[src/rtl/usb_cmd_decoder.sv]
// usb_cmd_decoder: frames the USB FIFO master's received-word stream into
// 4-word command packets and turns good packets into single-cycle register
// write/read strobes.
//
// Packet: W0 = SYNC_WORD, W1 = {cmd, addr}, W2 = data, W3 = (W1 + W2) mod 2^16.
//
// Ports:
//   CLK        system clock, rising edge
//   resetn     synchronous active-low reset
//   rx_data    received word
//   rx_valid   one-cycle strobe qualifying rx_data
//   reg_addr   address of the last executed command (held)
//   reg_wdata  data of the last executed command (held)
//   reg_wr     one-cycle register write strobe
//   reg_rd     one-cycle register read strobe
//   busy       high while a packet is in progress
//   err_cnt    saturating count of aborted packets
//   last_err   cause of the latest abort: 0 none, 1 checksum, 2 bad cmd, 3 timeout
module usb_cmd_decoder #(
  parameter logic [15:0] SYNC_WORD      = 16'hA55A,
  parameter logic [15:0] TIMEOUT_CYCLES = 16'd1024,
  parameter logic [7:0]  CMD_WR         = 8'h01,
  parameter logic [7:0]  CMD_RD         = 8'h02
) (
  input  logic        CLK,
  input  logic        resetn,
  input  logic [15:0] rx_data,
  input  logic        rx_valid,
  output logic [7:0]  reg_addr,
  output logic [15:0] reg_wdata,
  output logic        reg_wr,
  output logic        reg_rd,
  output logic        busy,
  output logic [7:0]  err_cnt,
  output logic [1:0]  last_err
);

  typedef enum logic [1:0] {StIdle, StHdr, StData, StCsum} state_e;

  state_e      state;
  logic [15:0] tmo_cnt;
  logic [15:0] hdr_word;
  logic [15:0] data_word;

  logic        timeout_hit;
  logic        csum_ok;
  logic        cmd_ok;
  logic [7:0]  err_cnt_inc;

  // A word arriving on the expiry cycle wins over the timeout.
  assign timeout_hit = (state != StIdle) && !rx_valid &&
                       (tmo_cnt == TIMEOUT_CYCLES - 16'd1);
  assign csum_ok     = (rx_data == hdr_word + data_word);
  assign cmd_ok      = (hdr_word[15:8] == CMD_WR) || (hdr_word[15:8] == CMD_RD);
  assign err_cnt_inc = (err_cnt == 8'hFF) ? err_cnt : err_cnt + 8'd1;

  always_ff @(posedge CLK) begin
    if (!resetn) begin
      state     <= StIdle;
      tmo_cnt   <= '0;
      hdr_word  <= '0;
      data_word <= '0;
      reg_addr  <= '0;
      reg_wdata <= '0;
      reg_wr    <= 1'b0;
      reg_rd    <= 1'b0;
      busy      <= 1'b0;
      err_cnt   <= '0;
      last_err  <= '0;
    end else begin
      reg_wr <= 1'b0;
      reg_rd <= 1'b0;

      if (state == StIdle || rx_valid) begin
        tmo_cnt <= '0;
      end else begin
        tmo_cnt <= tmo_cnt + 16'd1;
      end

      if (timeout_hit) begin
        state    <= StIdle;
        busy     <= 1'b0;
        tmo_cnt  <= '0;
        err_cnt  <= err_cnt_inc;
        last_err <= 2'd3;
      end else if (rx_valid) begin
        unique case (state)
          StIdle: begin
            // Non-sync words outside a packet are dropped silently.
            if (rx_data == SYNC_WORD) begin
              state <= StHdr;
              busy  <= 1'b1;
            end
          end
          StHdr: begin
            hdr_word <= rx_data;
            state    <= StData;
          end
          StData: begin
            data_word <= rx_data;
            state     <= StCsum;
          end
          StCsum: begin
            state <= StIdle;
            busy  <= 1'b0;
            // Checksum failure is reported ahead of a bad command code.
            if (!csum_ok) begin
              err_cnt  <= err_cnt_inc;
              last_err <= 2'd1;
            end else if (!cmd_ok) begin
              err_cnt  <= err_cnt_inc;
              last_err <= 2'd2;
            end else begin
              reg_addr  <= hdr_word[7:0];
              reg_wdata <= data_word;
              reg_wr    <= (hdr_word[15:8] == CMD_WR);
              reg_rd    <= (hdr_word[15:8] == CMD_RD);
            end
          end
          default: state <= StIdle;
        endcase
      end
    end
  end

endmodule
[config.mk]
export PLATFORM = sky130hd
export DESIGN_NAME = usb_cmd_decoder
export DESIGN_NICKNAME = d
export VERILOG_FILES = /design/src/rtl/usb_cmd_decoder.sv
export SDC_FILE = /design/constraint.sdc
export NUM_CORES = 1
export LEC_CHECK = 0
export BUFFER_PORTS_ARGS = -buffer_cell sky130_fd_sc_hd__buf_4
export CORE_ASPECT_RATIO = 1.1
export CORE_MARGIN = 2
export CORE_UTILIZATION = 52
export CTS_CLUSTER_SIZE = 40
export DETAILED_ROUTE_END_ITERATION = 6
export PLACE_DENSITY_LB_ADDON = 0.05
export SYNTH_ARGS = -nofsm -noshare
export SYNTH_HDL_FRONTEND = slang
export SYNTH_SLANG_ARGS = --single-unit
[constraint.sdc]
create_clock -name CLK -period 3.05 [get_ports CLK]
set_input_delay 0 -clock CLK [delete_from_list [all_inputs] [get_ports CLK]]
set_output_delay 0 -clock CLK [all_outputs]
set_load 0.1 [all_outputs]
## Yosys cells after proc, flatten, opt, wreduce, memory -nomap -nowiden

Cells that the tools add are included.

| word-level totals | value |
|---|---|
| bits in registers | 87 |
| bits of input ports | 19 |
| output and inout port bits | 37 |
| logic and storage cells | 65 |

| operators by class | value |
|---|---|
| add/subtract/negate cells | 3 |
| eq/ne operators | 11 |
| muxes and demuxes | 15 |
| bitwise operators | 6 |
| reduce and logical (&&, ||, !) cells | 19 |

Operators with widths:

| cell | count |
|---|---|
| 8-bit two-way mux | 6 |
| 16-bit by 1-bit adder with 16-bit output, second input constant | 1 |
| 16-bit adder | 1 |
| 16-bit by 10-bit equality test with 1-bit output, second input constant | 1 |
| 16-bit equality test | 1 |
| 16-bit equality test, second input constant | 1 |
| 2-bit two-way mux | 6 |
| 3-bit AND reduction | 4 |
| 8-bit by 1-bit adder with 8-bit output, second input constant | 1 |
| 8-bit by 1-bit equality test with 1-bit output, second input constant | 1 |
| 8-bit by 2-bit equality test with 1-bit output, second input constant | 1 |
| 8-bit equality test, second input constant | 1 |
| 2-bit case mux with 4 select lines | 1 |
| 2-bit nonzero test | 4 |
| 1-bit NOT | 6 |
| 6-bit OR reduction | 1 |
| 5-bit AND reduction | 1 |
| 2-bit equality test, second input constant | 2 |
| 3-bit != test, second input constant | 1 |
| 3-bit OR reduction | 1 |
| 2-bit by 1-bit equality test with 1-bit output, second input constant | 1 |
| 1-bit logical AND | 2 |
| 2-bit logical NOT | 1 |
| 1-bit logical OR | 2 |
| other kinds (6) | 6 |

## Longest topological paths before layout

| logic depth | value |
|---|---|
| depth after elaboration | 7 |
| gate-level depth with buffers | 13 |
| depth with buffers taken out | 12 |

## Worst setup path after synthesis

OpenSTA, ideal clock, no wires.

| timing path | value |
|---|---|
| path type | reg-to-reg |
| from | register hdr_word[0] |
| to | register err_cnt[5] |
| library setup time | 0.121 ns |
| arrival time | 2.887 ns |
| path slack | 0.042 ns |
| cell stages (with the launch flop) | 13 |
| buffers on the path | 0 |
| clock period less this slack | 3.008 ns |
| cells stage by stage | dfxtp_1 ha_1 fa_1 xnor2_1 o211ai_1 a211oi_1 nand4_1 nor4_2 nand4_2 o31ai_1 a32oi_2 and3_1 mux2i_1 |

| between the ends | value |
|---|---|
| longest elaborated chain between the ends | 6 |
| elaborated cells between the ends (all ways) | 8 |

RTL lines:

| item | line | text |
|---|---|---|
| start, declared | 42 | `logic [15:0] hdr_word;` |
| start signal, assigned | 96 | `hdr_word <= rx_data;` |
| 16-bit adder * | 53 | `assign csum_ok = (rx_data == hdr_word + data_word);` |
| 16-bit equality test * | 53 |  |
| 8-bit two-way mux | 107 | `if (!csum_ok) begin` |
| 8-bit two-way mux | 87 | `unique case (state)` |
| 8-bit two-way mux | 86 | `end else if (rx_valid) begin` |
| 8-bit two-way mux | 80 | `if (timeout_hit) begin` |
| end signal, assigned | 84 | `err_cnt <= err_cnt_inc;` |
| end signal, assigned | 108 | `err_cnt <= err_cnt_inc;` |
| end signal, assigned | 111 | `err_cnt <= err_cnt_inc;` |
| end, declared | 34 | `output logic [7:0] err_cnt,` |

Mark *: on every way between the ends. The rest lies on a longest branch, timed or not. The select of a mux whose other input is x is not followed.
A chain may end at the register's enable or synchronous reset.

## Worst setup path in the final report

| timing path | value |
|---|---|
| from | register hdr_word[0] |
| to | register reg_wdata[14] |

| between the ends | value |
|---|---|
| longest elaborated chain between the ends | 3 |

RTL lines:

| item | line | text |
|---|---|---|
| 16-bit adder | 53 |  |
| 16-bit equality test | 53 |  |
| 5-bit AND reduction (no line) | -- |  |
| end signal, assigned | 115 | `reg_wdata <= data_word;` |
| end, declared | 30 | `output logic [15:0] reg_wdata,` |

Every way passes these cells.

==> implementation parameters <==
Parameter                              Value

Yosys
  Most numerous cell types in the synthesized netlist    sky130_fd_sc_hd__nand2_1, sky130_fd_sc_hd__dfxtp_1, sky130_fd_sc_hd__a21oi_1
  Adder-cell share of the synthesized area    6.32%
  Largest area contributor in the netlist    sky130_fd_sc_hd__dfxtp_1
  Most frequent cell after synthesis    sky130_fd_sc_hd__nand2_1
  Basic-gate share of the synthesized area counting and, or, nand and nor cells    24.3%
  Post-synthesis average cell area    7.92 um^2
  Fraction of synthesized area in multiplexers    1.37%
  Top_reg_cell synth    sky130_fd_sc_hd__dfxtp_1
  Post-synth EDFFs    0
  Synthesized-area fraction occupied by xor and xnor cells    6.85%
  Yosys reg bits    87
  Dominant combinational cell family by area after synthesis    simple AND/OR/NAND/NOR gates
  Net count after synthesis    606
  Count of different cell masters after synthesis    51
  Yosys synthesis warning count    0
  Combined area of all synthesized cells    4470 um^2
  Post-synthesis instance total    565
  Area share of the leading cell type in the synthesized netlist    38.9%
  Compound-cell area share of the yosys netlist    18.5%
  Cell types occupying the most area after synthesis    sky130_fd_sc_hd__dfxtp_1, sky130_fd_sc_hd__nand2_1, sky130_fd_sc_hd__a21oi_1, sky130_fd_sc_hd__ha_1, sky130_fd_sc_hd__o21ai_0
  Fraction of synthesis flops using an asynchronous set or reset pin    0%
  Proportion of synthesized chip area in sequential cells    38.9%

Floorplan
  Number of placed I/O pins    56
  Floorplan die area    9360 um^2
  Floorplan die height    101 um
  Die X    92.4 um
  Number of rows created at floorplan    35
  CORE AREA    8360 um^2
  Starting Density    53.5%

Critical path
  Crit start category    flop
  Startpoint of the worst register-to-register path    hdr_word[0]$_SDFFE_PN0P_
  Critical Path, Cell by Cell    ha_4 > fa_2 > xnor2_1 > o211ai_1 > a211oi_1 > nand4_1 > nor4_2 > nand4_2 > buf_4 > nor4_4 > buf_6 > clkbuf_16 > nand3_1 > o21ai_0
  Kind of cell adding the most delay to the critical path    simple AND/OR/NAND/NOR gates
  Buffer and inverter count on the worst path    3
  Element type at the critical path end    flop
  Required time of the critical path    3.35 ns
  Slowest stage cell, crit path    sky130_fd_sc_hd__fa_2
  Classification of the worst setup path    flop to flop
  Slowest cell delay on critical path    0.52 ns
  Critical path peak fanout    24
  CP Data Arrival Time    3.43 ns
  Timing startpoint of the critical path    hdr_word[0]$_SDFFE_PN0P_

Detailed routing
  Drt wl/cell    15.9 um
  Vias per inst    5.60
  Detailed Routing Iterations Pass 1    4
  Count of vias placed by the detailed router    4253
  Post-DRT Antenna Nets    0
  DRC violations left    0
  Initial DRC Count    187
  Routed wire length    12.1 mm

Finish
  Nets    684
  Number of fillers in the final layout    723
  Diode insertion count for antenna repair    0
  Core occupancy in the finished layout    66.5%
  Proportion of layout cells with a drive suffix above 1    18.1%
  Syn-to-layout area delta    24.4%

Timing
  Worst Setup Slack, final    -0.0847 ns
  Upper clock frequency limit    0.319 GHz
  Max-slew violations    0
  Sum of negative setup slack    -1.49 ns
  Clock period minus final worst setup slack    3.13 ns
  Slew at the pin closest to its max-slew limit    0.735 ns
  Setup violations, final    30
  RSZ-0062 raised after global routing    yes
  Headroom to the max-slew limit    51.0%
  Final clock period utilization by the worst path    103%
  Final-layout worst hold slack    0.137 ns
  Final Hold Viols    0
  Max Clock Skew    0.0121 ns

Placement
  GPL Wtd Cong    0.963
  Port Buffers    55
  DP HPWL    8.51 mm

Clock network
  CTS HTree Levels    3
  Number of sinks handled by clock tree synthesis    87
  Total CTS buffers    9
  Later-pin clock latency in the skew report    0.37 ns
  Clock tree from TritonCTS    done
  Buffer type at the clock tree root    sky130_fd_sc_hd__clkbuf_8
  Clock Path Buffers    2
  Clock transition time at the flip-flop clock pins of the worst setup and hold paths    0.10 ns

GRT
  Global-route wire length before repair    19.2 mm
  Maximum number of pins on one net before global-route repair    57
  Total congestion overflow    0
  Vias in the first global route    4018
  Total GRT Usage    25.9%
  Initial antenna violation count    0

Power and ir drop
  Pwr Density    362 nW/um^2
  Worst vdd rail ir drop    249 uV
  Leakage power summed over all cells    2.16 nW

Status
  Failing checks    setup timing
  Result of the run    finished with violations

Min path
  Worst Hold Launch    resetn
  Class of the tightest hold or removal check    primary input to flop

Flow run
  Max-cap violation count    0
==> worst paths after layout <==
kind | to | slack, ns | depth (start not counted)
hold / removal | reg_wdata[10]$_SDFFE_PN0P_ | 0.14 | 3
setup reg to reg | reg_wdata[14]$_SDFFE_PN0P_ | -0.08 | 14
setup / recovery | reg_wdata[14]$_SDFFE_PN0P_ | -0.08 | 14
hold reg to reg | tmo_cnt[0]$_SDFF_PP0_ | 0.45 | 1
==> state kept, by name (all words and copies together), names as in the netlist <==
signal and flops:
busy 1, tmo_cnt 16, data_word 16, reg_wr 1, reg_rd 1, reg_addr 8, reg_wdata 16, hdr_word 16
last_err 2, err_cnt 8, state 2
==> repair_timing <==
action	4_1_cts	5_1_grt
hold endpoints to repair	33	0
resized for setup	7	21
hold buffers	17	0
endpoints found under the setup margin	34	35
gates cloned	0	2
buffers inserted	0	2
pin swaps	8	6
==> cells by family after synthesis <==
group,Yosys count
XOR/XNOR,35
AND/OR/NAND/NOR,237
AO/OA/AOI/OAI,139
multiplexers,6
flip-flops,87
adder cells (fa/ha/maj),22
buffers and inverters,39
==> layout by cell type, fill, tap and decap left out, types with 8 or more instances in the layout <==
cell type	instances
sky130_fd_sc_hd__dfxtp_1	85
sky130_fd_sc_hd__nand2_1	113
sky130_fd_sc_hd__xnor2_1	20
sky130_fd_sc_hd__nor2_1	42
sky130_fd_sc_hd__xor2_1	14
sky130_fd_sc_hd__nand3_1	37
sky130_fd_sc_hd__a21oi_1	54
sky130_fd_sc_hd__inv_1	8
sky130_fd_sc_hd__dlygate4sd3_1	17
sky130_fd_sc_hd__ha_1	19
sky130_fd_sc_hd__clkbuf_8	9
sky130_fd_sc_hd__buf_4	77
sky130_fd_sc_hd__o21ai_1	12
sky130_fd_sc_hd__o21ai_0	29
==> tightest hold or removal path, cell delays in order <==
cell                      delay [ns]
sky130_fd_sc_hd__buf_4          0.27
sky130_fd_sc_hd__nand2_1        0.13
sky130_fd_sc_hd__o21ai_1        0.05
==> report_power, final <==
group	switching, mW	internal, mW	total [mW]
combinational	0.0599	0.0499	0.110
sequential	0.00000327	1.13	1.13
clock	0.465	0.308	0.773
==> per-layer routing <==
| layer | wire (um) | track usage (%) | part of all wire [%] |
|---|---|---|---|
| met5 | 0 | 0 | 0 |
| met4 | 387 | 11.5 | 3.2 |
| met3 | 458 | 5.43 | 3.8 |
| met2 | 6020 | 45.4 | 50 |
| met1 | 5220 | 30.9 | 43 |
==> layout make-up <==
| cell class | count | area (um^2) | share of cell area [%] |
|---|---|---|---|
| inverters | 8 | 30.0 | 0.540 |
| clock buffers | 9 | 124 | 2.23 |
| flip-flops and latches | 87 | 1740 | 31.3 |
| well taps | 111 | 139 | 2.50 |
| multi-input cells | 439 | 2640 | 47.5 |
| clock inverters | 7 | 55.1 | 0.989 |
| repair buffers | 98 | 830 | 14.9 |
==> metrics by stage <==
step	setup WS, ns	power [mW]	cell area (um^2)	std cells
after floorplan	0.0424	1.21	4470	565
after CTS	-0.0835	2.03	5450	755
after global routing	-0.266	2.09	5570	759
after global placement	-0.203	1.25	5070	722
after detailed placement	-0.214	1.25	5070	722
final	-0.0847	2.02	5570	759
(Power assumes the default switching activity.)
